## src/rtl/pciecfg_pkg.sv

```systemverilog
// Shared NetTLP PCIe-configuration types: the FIFO record layout, opcodes and
// the controller state encoding.
package pciecfg_pkg;

    localparam logic [1:0]  PCIECFG_OPC_RD       = 2'b00;
    localparam logic [1:0]  PCIECFG_OPC_WR       = 2'b01;
    localparam logic [9:0]  PCIECFG_REG_BAR0     = 10'h004;
    localparam logic [31:0] PCIECFG_TIMEOUT_DATA = 32'hFFFF_FFFF;

    // Same layout for requests and completions; data carries the result on the way back.
    typedef struct packed {
        logic [15:0] udp_check;
        logic [1:0]  opcode;
        logic [3:0]  byte_mask;
        logic [9:0]  dwaddr;
        logic [31:0] data;
    } FIFO_PCIECFG_T;

    typedef enum logic [1:0] {
        CTRL_IDLE  = 2'd0,
        CTRL_LOAD  = 2'd1,
        CTRL_ISSUE = 2'd2,
        CTRL_RESP  = 2'd3
    } PCIECFG_CTRL_STATE_T;

    function automatic logic PCIECFG_OPC_VALID(input logic [1:0] opc);
        return (opc == PCIECFG_OPC_RD) || (opc == PCIECFG_OPC_WR);
    endfunction

endpackage

```

## src/rtl/pciecfg_ctrl_if.sv

```systemverilog
// Bundle of the request FIFO, response FIFO and cfg_mgmt port seen by the
// configuration sequencer; master is the sequencer side.
interface pciecfg_ctrl_if;

    // Handshakes: a FIFO pop/push happens in every cycle its enable is high
    // (rd_en only when !empty, wr_en only when !full); popped data is valid
    // one cycle after req_rd_en. cfg_mgmt strobes stay high until the cycle
    // in which cfg_mgmt_rd_wr_done is seen, which completes the access.
    pciecfg_pkg::FIFO_PCIECFG_T req_dout;
    logic                       req_empty;
    logic                       req_rd_en;
    pciecfg_pkg::FIFO_PCIECFG_T rsp_din;
    logic                       rsp_full;
    logic                       rsp_wr_en;
    logic [9:0]                 cfg_mgmt_dwaddr;
    logic [3:0]                 cfg_mgmt_byte_en;
    logic [31:0]                cfg_mgmt_di;
    logic                       cfg_mgmt_rd_en;
    logic                       cfg_mgmt_wr_en;
    logic                       cfg_mgmt_wr_readonly;
    logic [31:0]                cfg_mgmt_do;
    logic                       cfg_mgmt_rd_wr_done;

    modport master (
        input  req_dout, req_empty, rsp_full, cfg_mgmt_do, cfg_mgmt_rd_wr_done,
        output req_rd_en, rsp_din, rsp_wr_en, cfg_mgmt_dwaddr, cfg_mgmt_byte_en,
               cfg_mgmt_di, cfg_mgmt_rd_en, cfg_mgmt_wr_en, cfg_mgmt_wr_readonly
    );

    modport slave (
        output req_dout, req_empty, rsp_full, cfg_mgmt_do, cfg_mgmt_rd_wr_done,
        input  req_rd_en, rsp_din, rsp_wr_en, cfg_mgmt_dwaddr, cfg_mgmt_byte_en,
               cfg_mgmt_di, cfg_mgmt_rd_en, cfg_mgmt_wr_en, cfg_mgmt_wr_readonly
    );

endinterface

```

## src/rtl/pciecfg_ctrl.sv

```systemverilog
// One-at-a-time sequencer: pops a config request, runs it on cfg_mgmt with a
// bounded wait, and pushes the completion record to the response FIFO.
module pciecfg_ctrl
    import pciecfg_pkg::*;
#(
    parameter int TIMEOUT_CYCLES = 1024
) (
    input  logic                pcie_clk,
    input  logic                pcie_rst,
    pciecfg_ctrl_if.master      bus,
    output logic [31:0]         stat_req_cnt,
    output logic [31:0]         stat_timeout_cnt,
    output logic [31:0]         stat_drop_cnt,
    output PCIECFG_CTRL_STATE_T dbg_state_o
);

    localparam int             TMO_W    = $clog2(TIMEOUT_CYCLES + 1);
    localparam logic [TMO_W-1:0] TMO_LAST = TMO_W'(TIMEOUT_CYCLES - 1);
    localparam logic [TMO_W-1:0] TMO_SAT  = TMO_W'(TIMEOUT_CYCLES);

    PCIECFG_CTRL_STATE_T state_q;
    FIFO_PCIECFG_T       req_q;
    logic [TMO_W-1:0]    tmo_q;
    logic [TMO_W-1:0]    tmo_d;
    logic [9:0]          dwaddr_q;
    logic [3:0]          byte_en_q;
    logic [31:0]         di_q;
    logic                rd_en_q;
    logic                wr_en_q;
    logic [31:0]         req_cnt_q;
    logic [31:0]         req_cnt_d;
    logic [31:0]         tmo_cnt_q;
    logic [31:0]         tmo_cnt_d;
    logic [31:0]         drop_cnt_q;
    logic [31:0]         drop_cnt_d;

    // Saturating wait counter; statistics wrap naturally.
    always_comb begin
        tmo_d      = (tmo_q >= TMO_SAT) ? tmo_q : tmo_q + 1'b1;
        req_cnt_d  = req_cnt_q + 32'd1;
        tmo_cnt_d  = tmo_cnt_q + 32'd1;
        drop_cnt_d = drop_cnt_q + 32'd1;
    end

    always_ff @(posedge pcie_clk) begin
        if (pcie_rst) begin
            state_q    <= CTRL_IDLE;
            req_q      <= '0;
            tmo_q      <= '0;
            dwaddr_q   <= '0;
            byte_en_q  <= '0;
            di_q       <= '0;
            rd_en_q    <= 1'b0;
            wr_en_q    <= 1'b0;
            req_cnt_q  <= '0;
            tmo_cnt_q  <= '0;
            drop_cnt_q <= '0;
        end else begin
            case (state_q)
                CTRL_IDLE: begin
                    if (!bus.req_empty) begin
                        state_q <= CTRL_LOAD;
                    end
                end
                CTRL_LOAD: begin
                    // req_q doubles as the completion record; only data changes later.
                    req_q <= bus.req_dout;
                    if (!PCIECFG_OPC_VALID(bus.req_dout.opcode)) begin
                        drop_cnt_q <= drop_cnt_d;
                        state_q    <= CTRL_IDLE;
                    end else if (bus.req_dout.opcode == PCIECFG_OPC_WR &&
                                 bus.req_dout.byte_mask == 4'h0) begin
                        state_q <= CTRL_RESP;
                    end else begin
                        tmo_q     <= '0;
                        dwaddr_q  <= bus.req_dout.dwaddr;
                        byte_en_q <= bus.req_dout.byte_mask;
                        di_q      <= bus.req_dout.data;
                        rd_en_q   <= (bus.req_dout.opcode == PCIECFG_OPC_RD);
                        wr_en_q   <= (bus.req_dout.opcode == PCIECFG_OPC_WR);
                        state_q   <= CTRL_ISSUE;
                    end
                end
                CTRL_ISSUE: begin
                    if (bus.cfg_mgmt_rd_wr_done) begin
                        rd_en_q <= 1'b0;
                        wr_en_q <= 1'b0;
                        if (req_q.opcode == PCIECFG_OPC_RD) begin
                            req_q.data <= bus.cfg_mgmt_do;
                        end
                        state_q <= CTRL_RESP;
                    end else if (tmo_q == TMO_LAST) begin
                        rd_en_q    <= 1'b0;
                        wr_en_q    <= 1'b0;
                        req_q.data <= PCIECFG_TIMEOUT_DATA;
                        tmo_cnt_q  <= tmo_cnt_d;
                        state_q    <= CTRL_RESP;
                    end else begin
                        tmo_q <= tmo_d;
                    end
                end
                CTRL_RESP: begin
                    if (!bus.rsp_full) begin
                        req_cnt_q <= req_cnt_d;
                        state_q   <= CTRL_IDLE;
                    end
                end
                default: state_q <= CTRL_IDLE;
            endcase
        end
    end

    assign bus.req_rd_en            = (state_q == CTRL_IDLE) && !bus.req_empty;
    assign bus.rsp_wr_en            = (state_q == CTRL_RESP) && !bus.rsp_full;
    assign bus.rsp_din              = req_q;
    assign bus.cfg_mgmt_dwaddr      = dwaddr_q;
    assign bus.cfg_mgmt_byte_en     = byte_en_q;
    assign bus.cfg_mgmt_di          = di_q;
    assign bus.cfg_mgmt_rd_en       = rd_en_q;
    assign bus.cfg_mgmt_wr_en       = wr_en_q;
    assign bus.cfg_mgmt_wr_readonly = 1'b0;

    assign stat_req_cnt     = req_cnt_q;
    assign stat_timeout_cnt = tmo_cnt_q;
    assign stat_drop_cnt    = drop_cnt_q;
    assign dbg_state_o      = state_q;

endmodule

```

## src/flat_wrapper.sv

```systemverilog
// flat-port wrapper written by rule: the top's interface ports become plain ports
module pciecfg_ctrl_flat import pciecfg_pkg::*;
#(
    parameter int TIMEOUT_CYCLES = 1024
)
  (pcie_clk, pcie_rst, stat_req_cnt, stat_timeout_cnt, stat_drop_cnt, dbg_state_o, bus_req_dout, bus_req_empty, bus_rsp_full, bus_cfg_mgmt_do, bus_cfg_mgmt_rd_wr_done, bus_req_rd_en, bus_rsp_din, bus_rsp_wr_en, bus_cfg_mgmt_dwaddr, bus_cfg_mgmt_byte_en, bus_cfg_mgmt_di, bus_cfg_mgmt_rd_en, bus_cfg_mgmt_wr_en, bus_cfg_mgmt_wr_readonly);
  pciecfg_ctrl_if bus_i ();
  input  logic pcie_clk;
  input  logic pcie_rst;
  output logic [31:0] stat_req_cnt;
  output logic [31:0] stat_timeout_cnt;
  output logic [31:0] stat_drop_cnt;
  output PCIECFG_CTRL_STATE_T dbg_state_o;
  input wire logic [$bits(bus_i.req_dout)-1:0] bus_req_dout;
  input wire logic [$bits(bus_i.req_empty)-1:0] bus_req_empty;
  input wire logic [$bits(bus_i.rsp_full)-1:0] bus_rsp_full;
  input wire logic [$bits(bus_i.cfg_mgmt_do)-1:0] bus_cfg_mgmt_do;
  input wire logic [$bits(bus_i.cfg_mgmt_rd_wr_done)-1:0] bus_cfg_mgmt_rd_wr_done;
  output wire logic [$bits(bus_i.req_rd_en)-1:0] bus_req_rd_en;
  output wire logic [$bits(bus_i.rsp_din)-1:0] bus_rsp_din;
  output wire logic [$bits(bus_i.rsp_wr_en)-1:0] bus_rsp_wr_en;
  output wire logic [$bits(bus_i.cfg_mgmt_dwaddr)-1:0] bus_cfg_mgmt_dwaddr;
  output wire logic [$bits(bus_i.cfg_mgmt_byte_en)-1:0] bus_cfg_mgmt_byte_en;
  output wire logic [$bits(bus_i.cfg_mgmt_di)-1:0] bus_cfg_mgmt_di;
  output wire logic [$bits(bus_i.cfg_mgmt_rd_en)-1:0] bus_cfg_mgmt_rd_en;
  output wire logic [$bits(bus_i.cfg_mgmt_wr_en)-1:0] bus_cfg_mgmt_wr_en;
  output wire logic [$bits(bus_i.cfg_mgmt_wr_readonly)-1:0] bus_cfg_mgmt_wr_readonly;
  assign bus_i.req_dout = bus_req_dout;
  assign bus_i.req_empty = bus_req_empty;
  assign bus_i.rsp_full = bus_rsp_full;
  assign bus_i.cfg_mgmt_do = bus_cfg_mgmt_do;
  assign bus_i.cfg_mgmt_rd_wr_done = bus_cfg_mgmt_rd_wr_done;
  assign bus_req_rd_en = bus_i.req_rd_en;
  assign bus_rsp_din = bus_i.rsp_din;
  assign bus_rsp_wr_en = bus_i.rsp_wr_en;
  assign bus_cfg_mgmt_dwaddr = bus_i.cfg_mgmt_dwaddr;
  assign bus_cfg_mgmt_byte_en = bus_i.cfg_mgmt_byte_en;
  assign bus_cfg_mgmt_di = bus_i.cfg_mgmt_di;
  assign bus_cfg_mgmt_rd_en = bus_i.cfg_mgmt_rd_en;
  assign bus_cfg_mgmt_wr_en = bus_i.cfg_mgmt_wr_en;
  assign bus_cfg_mgmt_wr_readonly = bus_i.cfg_mgmt_wr_readonly;
  pciecfg_ctrl #(.TIMEOUT_CYCLES(TIMEOUT_CYCLES)) u_core (.pcie_clk(pcie_clk), .pcie_rst(pcie_rst), .bus(bus_i), .stat_req_cnt(stat_req_cnt), .stat_timeout_cnt(stat_timeout_cnt), .stat_drop_cnt(stat_drop_cnt), .dbg_state_o(dbg_state_o));
endmodule
```

## config.mk

```make
export PLATFORM = sky130hd
export DESIGN_NAME = pciecfg_ctrl_flat
export DESIGN_NICKNAME = d
export VERILOG_FILES = /design/src/rtl/pciecfg_pkg.sv /design/src/rtl/pciecfg_ctrl_if.sv /design/src/rtl/pciecfg_ctrl.sv /design/src/flat_wrapper.sv
export SDC_FILE = /design/constraint.sdc
export NUM_CORES = 1
export LEC_CHECK = 0
export BUFFER_PORTS_ARGS = -buffer_cell sky130_fd_sc_hd__buf_2
export CAP_MARGIN = 20
export CELL_PAD_IN_SITES_DETAIL_PLACEMENT = 2
export CELL_PAD_IN_SITES_GLOBAL_PLACEMENT = 2
export CORE_ASPECT_RATIO = 1.4
export CORE_MARGIN = 8
export CORE_UTILIZATION = 26
export CTS_CLUSTER_SIZE = 16
export DETAILED_ROUTE_END_ITERATION = 12
export HOLD_SLACK_MARGIN = 0.05
export PLACE_DENSITY = 0.81
export SLEW_MARGIN = 20
export SYNTH_ARGS = -nofsm -noshare
export SYNTH_HDL_FRONTEND = slang
export SYNTH_SLANG_ARGS = --single-unit
```

## constraint.sdc

```tcl
create_clock -name pcie_clk -period 2.43 [get_ports pcie_clk]
set_input_delay 0.243 -clock pcie_clk [delete_from_list [all_inputs] [get_ports pcie_clk]]
set_output_delay 0.243 -clock pcie_clk [all_outputs]
set_load 0.03 [all_outputs]
```

==> flow_summary.json, run 1 <==
{
  "status": "finished clean",
  "nets": 1551,
  "pwr-share-clk_pct": 40.8,
  "dieArea_um2": 41800,
  "syn_inst": 1077,
  "finalNonFillerCells": 1924,
  "peakVddDrop_v": 0.000509,
  "synth-main-ff-cell": "dfxtp_1",
  "critPathKind": "reg -> reg",
  "clk-insertion-delay-late_ns": 0.53,
  "crit_slowest_cell": "or4_4",
  "worstRegToRegCells": 8,
  "worst_slack_ns": 0.111,
  "setup_violations": 0,
  "coreArea_um2": 35000,
  "worstMarginPinSlew_ns": 0.640,
  "synth_area_um2": 9220,
  "yosysWarnings": 0,
  "ys_seq_area_share_pct": 48.0,
  "io_pins": 314,
  "synth_cell_type_count": 51,
  "place.gp.congestion": 0.770,
  "crit_path_max_fanout": 21,
  "antenna_found_initial": 8,
  "synth_fp_nets": 1187,
  "crit_chain": "inv_2 > ha_2 > nor3b_4 > nand4_4 > or4_4 > buf_6 > or3_1 > a21oi_1",
  "cts_max_path_buffers": 3,
  "overflow": 0,
  "dp_hpwl_um": 27000,
  "crit_path_end": "u_core.stat_timeout_cnt[19]$_SDFFE_PP0P_",
  "min_path_type": "in -> reg",
  "hold_viol": 0,
  "synth_edf_count": 0,
  "cts_tree": "built",
  "holdWs_ns": 0.0818,
  "min_path_cells": 3,
  "path_clk_slew_ns": 0.06,
  "switchingPower_mw": 2.89,
  "fmax_mhz": 431,
  "h-tree-depth": 1,
  "syn2layout_area_growth_pct": 40.3,
  "post_dp_cell_area_um2": 11400,
  "fp.dieW_um": 175,
  "row_count": 81,
  "layout_common_cells": "311 x buf_2, 220 x dfxtp_1, 174 x nand2_1, 115 x nor2_1, 105 x a21oi_1",
  "rsz0062_at_grt": "false",
  "post-route-cell-area_um2": 12900,
  "fin_crit_ns": 2.32,
  "dp_worst_setup_slack_ns": 0.0237,
  "wl_per_cell_um": 21.4,
  "cts_root_buf": "clkbuf_16",
  "cts.sinks": 221,
  "maxSlewHeadroom_pct": 57.4,
  "grt_pass1_vias": 10900,
  "p_int_mw": 6.69,
  "syn_avg_cell_area_um2": 8.56,
  "drc": 0,
  "leakagePower_nw": 5.43,
  "num-fill-cells": 3949,
  "slowest_delay_ns": 0.54,
  "multi_input_area_um2": 4490,
  "die_h_um": 239,
  "cp-end-kind": "register",
  "fin_crit_sh_pct": 95.5,
  "timing.setup.tns_ns": 0,
  "final_common_cell": "buf_2",
  "initialDrtViolationCount": 314,
  "p_sw_share_pct": 30.2,
  "finalMaxSlewViolations": 0,
  "drive_above_1_share_pct": 27.2,
  "skew_ns": 0.0150,
  "grt_max_degree": 72,
  "r2r-start": "u_core.dbg_state_o[0]$_SDFFE_PP0P_",
  "max_cap_viol_count": 0,
  "power_density_nw_per_um2": 740,
  "final-seq-area_um2": 4430,
  "ys_seq_elements": 221,
  "track_usage_pct": 18.9,
  "finalWirelength_um": 41100,
  "p_total_mw": 9.58,
  "seqPwrFrac_pct": 41.1,
  "final_util_pct": 37.0,
  "viasPerCell": 4.98,
  "io_buffers": 312,
  "required_ns": 2.89,
  "cts_inserted_buffers": 25,
  "critPathLaunch": "u_core.dbg_state_o[0]$_SDFFE_PP0P_",
  "cp-start-kind": "register",
  "grt_pass1_wl_um": 63600,
  "synthArstFlopShare_pct": 0,
  "rrSetupSlack_ns": 0.11,
  "r2r_end": "u_core.stat_timeout_cnt[19]$_SDFFE_PP0P_",
  "dp.cells": 1801,
  "start_util_pct": 26.4,
  "combPwrFrac_pct": 18.0,
  "drt-pass1-iter-count": 4,
  "drtAntennaViolNets": 0,
  "vias": 9573,
  "worstPathArrival_ns": 2.78
}
==> state kept, by name (all words and copies together) (netlist names), named ones only <==
register,cells
u_core.stat_drop_cnt,32
u_core.bus.cfg_mgmt_dwaddr,10
u_core.bus.cfg_mgmt_rd_en,1
u_core.stat_timeout_cnt,32
u_core.dbg_state_o,1
u_core.bus.cfg_mgmt_wr_en,1
u_core.bus.cfg_mgmt_di,32
u_core.bus.rsp_din,64
u_core.tmo_q,11
u_core.stat_req_cnt,32
u_core.bus.cfg_mgmt_byte_en,4
==> layout make-up <==
| cell class | count | area share, % |
|---|---|---|
| multi-input combinational | 770 | 34.7 |
| clock inverter | 10 | 0.831 |
| antenna | 9 | 0.174 |
| timing repair buffer | 410 | 19.7 |
| clock buffer | 35 | 5.59 |
| tap | 456 | 4.41 |
| sequential | 221 | 34.2 |
| inverter | 13 | 0.377 |
==> worst min path at each step <==
stage	startpoint	slack, ns	endpoint
6_report	bus_cfg_mgmt_do[2]	0.08	u_core.bus.rsp_din[2]$_SDFFE_PP0P_
5_1_grt	bus_cfg_mgmt_do[25]	0.09	u_core.bus.rsp_din[25]$_SDFFE_PP0P_
4_1_cts	bus_cfg_mgmt_do[9]	0.05	u_core.bus.rsp_din[9]$_SDFFE_PP0P_
3_5_place_dp	u_core.bus.rsp_din[10]$_SDFFE_PP0P_	0.44	u_core.bus.rsp_din[10]$_SDFFE_PP0P_
3_3_place_gp	u_core.bus.rsp_din[31]$_SDFFE_PP0P_	0.44	u_core.bus.rsp_din[31]$_SDFFE_PP0P_
2_1_floorplan	bus_req_dout[44]	0.38	u_core.bus.cfg_mgmt_byte_en[2]$_SDFFE_PP0P_
==> cells by family (layout without fill, tap and decap cells) <==
logic type               after synthesis  in the layout  synth area share, %
AO/OA/AOI/OAI                        183            183                 12.0
XOR/XNOR                              71             71                 6.74
adder cells (fa/ha/maj)                9              9                 1.22
buffers and inverters                 86            468                 3.57
flip-flops                           221            221                 48.0
multiplexers                          36             36                 3.91
other                                  1             10               0.0407
AND/OR/NAND/NOR                      470            470                 24.6
==> worst max-delay path: cells and delay by family, from the launching register on <==
| family | cells | cell delay [ns] |
|---|---|---|
| simple gates | 4 | 1.33 |
| flops | 1 | 0.32 |
| buf+inv | 2 | 0.26 |
| compound gates | 1 | 0.15 |
| fa+ha+maj | 1 | 0.19 |
==> repair_timing <==
item | CTS | global route
pin swaps | 0 | 1
hold buffers | 69 | 0
gates resized for setup | 1 | 2
endpoints found under the hold margin | 82 | 0
endpoints found under the setup margin | 1 | 4
setup buffers | 0 | 0
==> Yosys cell counts (2+ instances only) <==
library cell,instances,area share (%)
or4_1,3,0.24
or3_1,20,1.4
dfxtp_1,221,48
a22oi_1,3,0.24
buf_1,5,0.20
a21oi_1,105,5.7
inv_1,13,0.53
mux2i_1,36,3.9
nor2_1,115,4.7
ha_1,9,1.2
a32o_1,2,0.22
xor2_1,39,3.7
nand4_1,30,2.0
clkbuf_2,2,0.11
nor2b_1,3,0.20
nor4_1,15,1.0
o21a_1,2,0.16
nor3_1,13,0.71
o211ai_1,2,0.16
nand4b_1,3,0.28
clkbuf_1,65,2.6
and3_1,19,1.3
o221ai_1,31,2.9
o31ai_1,3,0.24
nand2_1,174,7.1
and4_2,2,0.22
a311oi_1,3,0.28
o21ai_0,21,1.1
and2_1,12,0.81
a31oi_1,4,0.27
nand3_1,34,1.8
nand2b_1,2,0.14
xnor2_1,32,3.0
and4_1,17,1.6
==> per-layer routing <==
layer  GRT usage [%]  vias to the layer above  part of all wire (%)
li1                -                     4491                     -
met5               0                        -                     0
met3            5.09                       90                   6.2
met1            18.2                     4736                    35
met2            36.7                      256                    55
met4            8.70                        0                   4.2
==> power groups by stage <==
stage | registers, mW | logic (mW) | clock network, mW
2_1_floorplan | 4.37 | 0.586 | 0
3_3_place_gp | 3.98 | 1.57 | 0
3_5_place_dp | 4.00 | 1.60 | 0
4_1_cts | 3.92 | 1.71 | 4.00
5_1_grt | 3.96 | 1.85 | 4.16
6_report | 3.94 | 1.73 | 3.91
No activity file was read; power rests on OpenSTA's default activity.
==> run 2: changes to the inputs <==
--- a/config.mk
+++ b/config.mk
@@ -5,17 +5,18 @@
 export SDC_FILE = /design/constraint.sdc
 export NUM_CORES = 1
 export LEC_CHECK = 0
+export ABC_AREA = 1
 export BUFFER_PORTS_ARGS = -buffer_cell sky130_fd_sc_hd__buf_2
 export CAP_MARGIN = 20
 export CELL_PAD_IN_SITES_DETAIL_PLACEMENT = 2
 export CELL_PAD_IN_SITES_GLOBAL_PLACEMENT = 2
 export CORE_ASPECT_RATIO = 1.4
 export CORE_MARGIN = 8
-export CORE_UTILIZATION = 26
+export CORE_UTILIZATION = 25
 export CTS_CLUSTER_SIZE = 16
 export DETAILED_ROUTE_END_ITERATION = 12
 export HOLD_SLACK_MARGIN = 0.05
-export PLACE_DENSITY = 0.81
+export PLACE_DENSITY = 0.82
 export SLEW_MARGIN = 20
 export SYNTH_ARGS = -nofsm -noshare
 export SYNTH_HDL_FRONTEND = slang
==> run 2 against run 1 <==
  * Count of clock-buffer cells in the layout is 2 higher
  * Sequential power is 24% higher
  * Critical path type unchanged
  * Final cell count is 30% higher
  * Fmax increased by 1.7%
  * Register-to-register slack better by 0.04 ns
  * Global-route usage up 2.0 points
  * Clock power up 13%
  * Hold slack gained 0.015 ns
  * Non-clock buffer count decreased by 4
  * Clock skew up 0.0047 ns
  * Via count rose by 28%
  * Combinational power grew to 3.3 times the previous value
==> flow_summary.json, run 2 <==
{
  "status": "finished clean",
  "grt_pass1_vias": 14100,
  "syn2layout_area_growth_pct": 36.6,
  "cp-end-kind": "register",
  "setup_violations": 0,
  "fin_crit_ns": 2.28,
  "critPathLaunch": "u_core.tmo_q[0]$_SDFFE_PP0P_",
  "yosysWarnings": 0,
  "vias": 12300,
  "ys_seq_elements": 221,
  "synth_area_um2": 10500,
  "timing.setup.tns_ns": 0,
  "drive_above_1_share_pct": 24.0,
  "h-tree-depth": 1,
  "synth_commonest_cells": "359 x nor2_1, 328 x nand2_1, 221 x dfxtp_1",
  "dp_hpwl_um": 35000,
  "hold_viol": 0,
  "grt_max_degree": 65,
  "fin_crit_sh_pct": 93.9,
  "worstPathArrival_ns": 2.70,
  "finalMaxSlewViolations": 0,
  "holdCritStartpoint": "bus_cfg_mgmt_do[13]",
  "finalNonFillerCells": 2492,
  "drtAntennaViolNets": 0,
  "cts.sinks": 221,
  "skew_ns": 0.0197,
  "crit_slowest_cell": "dfxtp_1",
  "min_path_cells": 5,
  "maxSlewHeadroom_pct": 55.3,
  "crit_cells": 11,
  "synth_fp_nets": 1651,
  "ys_top_cells_by_area": "dfxtp_1 42%, nor2_1 13%, nand2_1 12%",
  "synth-main-ff-cell": "dfxtp_1",
  "leakagePower_nw": 6.18,
  "cts_tree": "built",
  "crit_chain": "ha_1 > nand2_2 > nor2_4 > nand3_4 > nand2_4 > nand2_4 > nor2_8 > buf_12 > nand2_1 > o21ai_2 > nor2_2",
  "place.gp.congestion": 0.807,
  "synth_edf_count": 0,
  "power_density_nw_per_um2": 1040,
  "max_cap_viol_count": 0,
  "layout_common_cells": "356 x nor2_1, 328 x nand2_1, 311 x buf_2, 221 x dfxtp_1, 128 x inv_1",
  "largest_reg_flops": 64,
  "dieArea_um2": 49000,
  "path_delay_family": "simple AND/OR/NAND/NOR gates",
  "cts_inserted_buffers": 27,
  "critical_path_buf_inv_count": 1,
  "overflow": 0,
  "drc": 0,
  "row_count": 89,
  "track_usage_pct": 21.0,
  "num-fill-cells": 4994,
  "crit_path_max_fanout": 64,
  "critPathKind": "reg -> reg",
  "wl_per_cell_um": 21.4,
  "rsz0062_at_grt": "false",
  "fmax_mhz": 438,
  "cts_max_path_buffers": 3,
  "syn_avg_cell_area_um2": 6.83,
  "cp-start-kind": "register",
  "synthArstFlopShare_pct": 0,
  "ys_seq_area_share_pct": 42.1,
  "holdWs_ns": 0.0968,
  "synth.top_cell.area_share_pct": 42.1,
  "coreArea_um2": 41900,
  "fp.dieW_um": 189,
  "r2r-start": "u_core.tmo_q[0]$_SDFFE_PP0P_",
  "dp.cells": 2358,
  "final-seq-area_um2": 4420,
  "start_util_pct": 25.1,
  "post-synth-top-count-cell": "nor2_1",
  "final_common_cell": "nor2_1",
  "required_ns": 2.85,
  "io_buffers": 312,
  "die_h_um": 259,
  "slowest_delay_ns": 0.45,
  "cp_common_cell": "nand2_4",
  "synth_cell_type_count": 42,
  "post_cts_buffers": 0,
  "syn_inst": 1541,
  "viasPerCell": 4.92,
  "initialDrtViolationCount": 363,
  "drt-pass1-iter-count": 4,
  "finalWirelength_um": 53400,
  "grt_pass1_wl_um": 81700,
  "path_clk_slew_ns": 0.07,
  "io_pins": 314,
  "worstMarginPinSlew_ns": 0.670,
  "nets": 2028,
  "antenna_found_initial": 7,
  "min_path_type": "in -> reg",
  "clk-insertion-delay-late_ns": 0.56,
  "multi_input_area_um2": 5280,
  "worstRegToRegCells": 11,
  "synth_top_area_cell": "dfxtp_1",
  "cts_root_buf": "clkbuf_16",
  "peakVddDrop_v": 0.000813
}
-- run 2: cell count changes after synthesis, moves of 36 or more --
cell	delta
mux2i_1	-36
o21ai_0	+92
nor2_1	+244
nand2_1	+154
inv_1	+115
a21oi_1	-49
nor2_2	+37
nand3_1	+36
-- run 2: layout make-up --
type                       count  area share (%)
sequential                   221            30.8
antenna                        7           0.122
inverter                     134            3.54
multi-input combinational   1128            36.7
clock inverter                13            1.17
timing repair buffer         406            17.5
tap                          546            4.75
clock buffer                  37            5.45
-- run 2: power breakdown --
group / leakage [nW] / internal [mW] / switching, mW
clock network: 0.467 / 2.59 / 1.81
logic: 3.91 / 1.57 / 4.15
registers: 1.80 / 4.30 / 0.564
-- run 2: through the flow --
stage	cell area (um^2)	total power [mW]	worst slack, ns	util (%)
floorplan	10500	8.54	0.491	-
global placement	12600	9.84	0.288	30.1
detailed placement	12600	10.1	0.149	30.1
CTS	14300	14.7	0.107	34.2
global route	14400	15.6	0.00593	34.3
finish	14400	15.0	0.149	34.3
-- run 2: cell families (layout without fill, tap and decap cells) --
kind of cell | count (synthesis) | in the layout | share of synthesized area [%]
AOI/OAI and AO/OA | 248 | 248 | 13.6
xor gates and xnor gates | 11 | 11 | 0.916
adders and majority gates | 9 | 9 | 1.07
buffers and inverters | 192 | 590 | 8.02
DFF | 221 | 221 | 42.1
other | 1 | 8 | 0.0356
and+or+nand+nor | 859 | 859 | 34.3
-- run 2: final timing paths --
kind                                                                    end  slack, ns
worst max-delay path                     u_core.bus.rsp_din[1]$_SDFFE_PP0P_       0.15
worst min-delay path                    u_core.bus.rsp_din[13]$_SDFFE_PP0P_        0.1
worst max register to register           u_core.bus.rsp_din[1]$_SDFFE_PP0P_       0.15
worst min register to register  u_core.bus.cfg_mgmt_byte_en[1]$_SDFFE_PP0P_       0.47
-- run 2: per-layer routing --
| metal | share of wire, % | vias to the layer above | GRT usage [%] |
|---|---|---|---|
| met2 | 54 | 354 | 40.9 |
| met5 | 0.024 | - | 0 |
| met4 | 4.8 | 2 | 10.2 |
| li1 | - | 5683 | - |
| met3 | 5.9 | 136 | 5.25 |
| met1 | 35 | 6078 | 19.9 |
-- run 2: worst register-to-register path: stages (launching register included) --
cell and delay, ns:
dfxtp_1 0.45, ha_1 0.32, nand2_2 0.11, nor2_4 0.19, nand3_4 0.12, nand2_4 0.11
nand2_4 0.08, nor2_8 0.09, buf_12 0.32, nand2_1 0.19, o21ai_2 0.11, nor2_2 0.07
-- run 2: what timing repair did --
item                                   4_1_cts  5_1_grt
gates resized for setup                      0        7
endpoints found under the hold margin       92        0
setup endpoints to repair                    0       17
hold buffers                                77        0
==> run 3: changes to the inputs <==
--- a/config.mk
+++ b/config.mk
@@ -12,11 +12,11 @@
 export CELL_PAD_IN_SITES_GLOBAL_PLACEMENT = 2
 export CORE_ASPECT_RATIO = 1.4
 export CORE_MARGIN = 8
-export CORE_UTILIZATION = 25
+export CORE_UTILIZATION = 27
 export CTS_CLUSTER_SIZE = 16
 export DETAILED_ROUTE_END_ITERATION = 12
 export HOLD_SLACK_MARGIN = 0.05
-export PLACE_DENSITY = 0.82
+export PLACE_DENSITY = 0.84
 export SLEW_MARGIN = 20
 export SYNTH_ARGS = -nofsm -noshare
 export SYNTH_HDL_FRONTEND = slang
==> constraint.sdc (replaced) <==
create_clock -name pcie_clk -period 2.4 [get_ports pcie_clk]
set_input_delay 0.24 -clock pcie_clk [delete_from_list [all_inputs] [get_ports pcie_clk]]
set_output_delay 0.24 -clock pcie_clk [all_outputs]
set_load 0.03 [all_outputs]
==> run 3 against run 2 <==
  * Non-clock buffer count is 5 lower
  * Hold slack got worse by 0.0055 ns
  * Global-route usage grew 1.6 points
  * Die area decreased by 6.9%
==> flow_summary.json, run 3 (synthesis gave the netlist of run 2 again) <==
{
  "status": "finished clean",
  "critical_path_buf_inv_count": 3,
  "fin_crit_sh_pct": 93.3,
  "critPathKind": "reg -> reg",
  "cts_tree": "built",
  "timing.setup.tns_ns": 0,
  "finalMaxSlewViolations": 0,
  "r2r_end": "u_core.bus.cfg_mgmt_di[0]$_SDFFE_PP0P_",
  "cts.sinks": 221,
  "slowest_delay_ns": 0.36,
  "drt-pass1-iter-count": 4,
  "drc": 0,
  "rsz0062_at_grt": "false",
  "drive_above_1_share_pct": 24.1,
  "initialDrtViolationCount": 410,
  "post_cts_buffers": 0,
  "path_clk_slew_ns": 0.07,
  "fin_crit_ns": 2.24,
  "pwr-share-clk_pct": 27.3,
  "skew_ns": 0.0225,
  "maxSlewHeadroom_pct": 64.3,
  "min_path_cells": 3,
  "track_usage_pct": 22.5,
  "grt_pass1_vias": 14100,
  "worst_hold_path.endpoint": "u_core.bus.rsp_din[47]$_SDFFE_PP0P_",
  "cp_common_cell": "inv_1",
  "worstPathArrival_ns": 2.66,
  "io_buffers": 312,
  "layout_common_cells": "359 x nor2_1, 327 x nand2_1, 311 x buf_2, 221 x dfxtp_1, 128 x inv_1",
  "crit_chain": "inv_1 > ha_1 > inv_1 > nor2_2 > nand2_2 > buf_4 > o21ai_0 > nor2_1",
  "drtAntennaViolNets": 0,
  "fp.dieW_um": 183,
  "post_dp_cell_area_um2": 12700,
  "overflow": 0,
  "crit_slowest_cell": "o21ai_0",
  "final-seq-area_um2": 4420,
  "crit_path_max_fanout": 34,
  "p_sw_share_pct": 43.8,
  "grt_max_degree": 77,
  "antenna_found_initial": 9,
  "grt_pass1_wl_um": 82000,
  "syn2layout_area_growth_pct": 34.5,
  "final_common_cell": "nor2_1",
  "num-fill-cells": 4641,
  "coreArea_um2": 38500,
  "nets": 2021,
  "required_ns": 2.82,
  "peakVddDrop_v": 0.000612,
  "io_pins": 314,
  "seqPwrFrac_pct": 33.3,
  "rrSetupSlack_ns": 0.16,
  "p_int_mw": 8.29,
  "path_delay_family": "simple AND/OR/NAND/NOR gates",
  "post-route-cell-area_um2": 14100,
  "h-tree-depth": 1,
  "worstMarginPinSlew_ns": 0.536,
  "switchingPower_mw": 6.45,
  "holdCritStartpoint": "bus_req_dout[47]",
  "finalWirelength_um": 52500,
  "cts_max_path_buffers": 3,
  "clk-insertion-delay-late_ns": 0.55,
  "fmax_mhz": 447,
  "setup_violations": 0,
  "power_density_nw_per_um2": 1040,
  "cp-start-kind": "register",
  "dieArea_um2": 45600,
  "wl_per_cell_um": 21.4,
  "cp-end-kind": "register",
  "min_path_type": "in -> reg",
  "dp_hpwl_um": 35000,
  "multi_input_area_um2": 5280,
  "combPwrFrac_pct": 39.4,
  "die_h_um": 250,
  "leakagePower_nw": 6.11,
  "viasPerCell": 4.95,
  "cts_inserted_buffers": 25,
  "hold_viol": 0,
  "max_cap_viol_count": 0,
  "row_count": 85,
  "cts_root_buf": "clkbuf_16",
  "vias": 12200,
  "largest_reg_flops": 64,
  "start_util_pct": 27.3,
  "place.gp.congestion": 0.805,
  "worstRegToRegCells": 8
}
==> run 3: cell count changes in the layout (fill, tap and decap cells not counted), moves of 3 or more <==
cell | previous run | this run
dlygate4sd3_1 | 77 | 63
clkinvlp_4 | 3 | 0
nor2_1 | 356 | 359
nor2_2 | 37 | 34
buf_4 | 14 | 22
clkbuf_1 | 3 | 7
==> run 3: worst max-delay path by stage <==
| stage | endpoint | slack [ns] | cells after the start |
|---|---|---|---|
| floorplan | u_core.stat_timeout_cnt[26]$_SDFFE_PP0P_ | 0.46 | 9 |
| global placement | u_core.stat_req_cnt[21]$_SDFFE_PP0P_ | 0.26 | 8 |
| detailed placement | u_core.stat_timeout_cnt[19]$_SDFFE_PP0P_ | 0.19 | 9 |
| CTS | u_core.stat_timeout_cnt[19]$_SDFFE_PP0P_ | 0.18 | 9 |
| global route | u_core.bus.rsp_din[11]$_SDFFE_PP0P_ | 0.009 | 11 |
| finish | u_core.bus.cfg_mgmt_di[0]$_SDFFE_PP0P_ | 0.16 | 8 |
==> run 3: power by group through the flow <==
| stage | clock [mW] | sequential (mW) | combinational [mW] |
|---|---|---|---|
| final | 4.03 | 4.91 | 5.80 |
| after global routing | 4.28 | 4.96 | 6.18 |
| after CTS | 4.08 | 4.82 | 5.53 |
| after detailed placement | 0 | 4.88 | 5.39 |
| after global placement | 0 | 4.84 | 5.17 |
| after floorplan | 0 | 6.05 | 2.60 |
==> run 3: area by class of cell <==
type / instances / area share, %
multi-input combinational: 1128 / 37.3
timing repair buffer: 401 / 17.3
sequential: 221 / 31.3
antenna: 6 / 0.106
inverter: 134 / 3.57
tap: 522 / 4.62
clock buffer: 37 / 5.09
clock inverter: 9 / 0.699
==> run 3: worst register-to-register path, delay by kind of cell, from the launching register on <==
kind                       cells  cell delay (ns)
and+or+nand+nor                3             0.60
DFF                            1             0.35
buffers and inverters          3             0.54
adders and majority gates      1             0.27
AOI/OAI and AO/OA              1             0.37
==> run 3: timing repair <==
item,4_1_cts,5_1_grt
gates resized for setup,0,5
endpoints found under the hold margin,76,1
hold buffers,62,1
endpoints found under the setup margin,0,15
==> run 3: stage by stage <==
| stage | setup WS, ns | hold WS [ns] | instances | power [mW] | utilization [%] |
|---|---|---|---|---|---|
| after CTS | 0.177 | 0.0516 | 2451 | 14.4 | 36.6 |
| after detailed placement | 0.192 | 0.470 | 2343 | 10.3 | 32.9 |
| after global routing | 0.00920 | 0.0827 | 2458 | 15.4 | 36.8 |
| after global placement | 0.256 | 0.451 | 2343 | 10.0 | 32.9 |
| after floorplan | 0.461 | 0.375 | 1541 | 8.64 | - |
| final | 0.162 | 0.0914 | 2458 | 14.7 | 36.8 |
==> run 3: routing by layer <==
metal | routed length, um | GRT usage (%)
met1 | 18800 | 21.6
met5 | 37 | 0
met4 | 2560 | 10.9
met2 | 28500 | 44.1
met3 | 2690 | 5.03
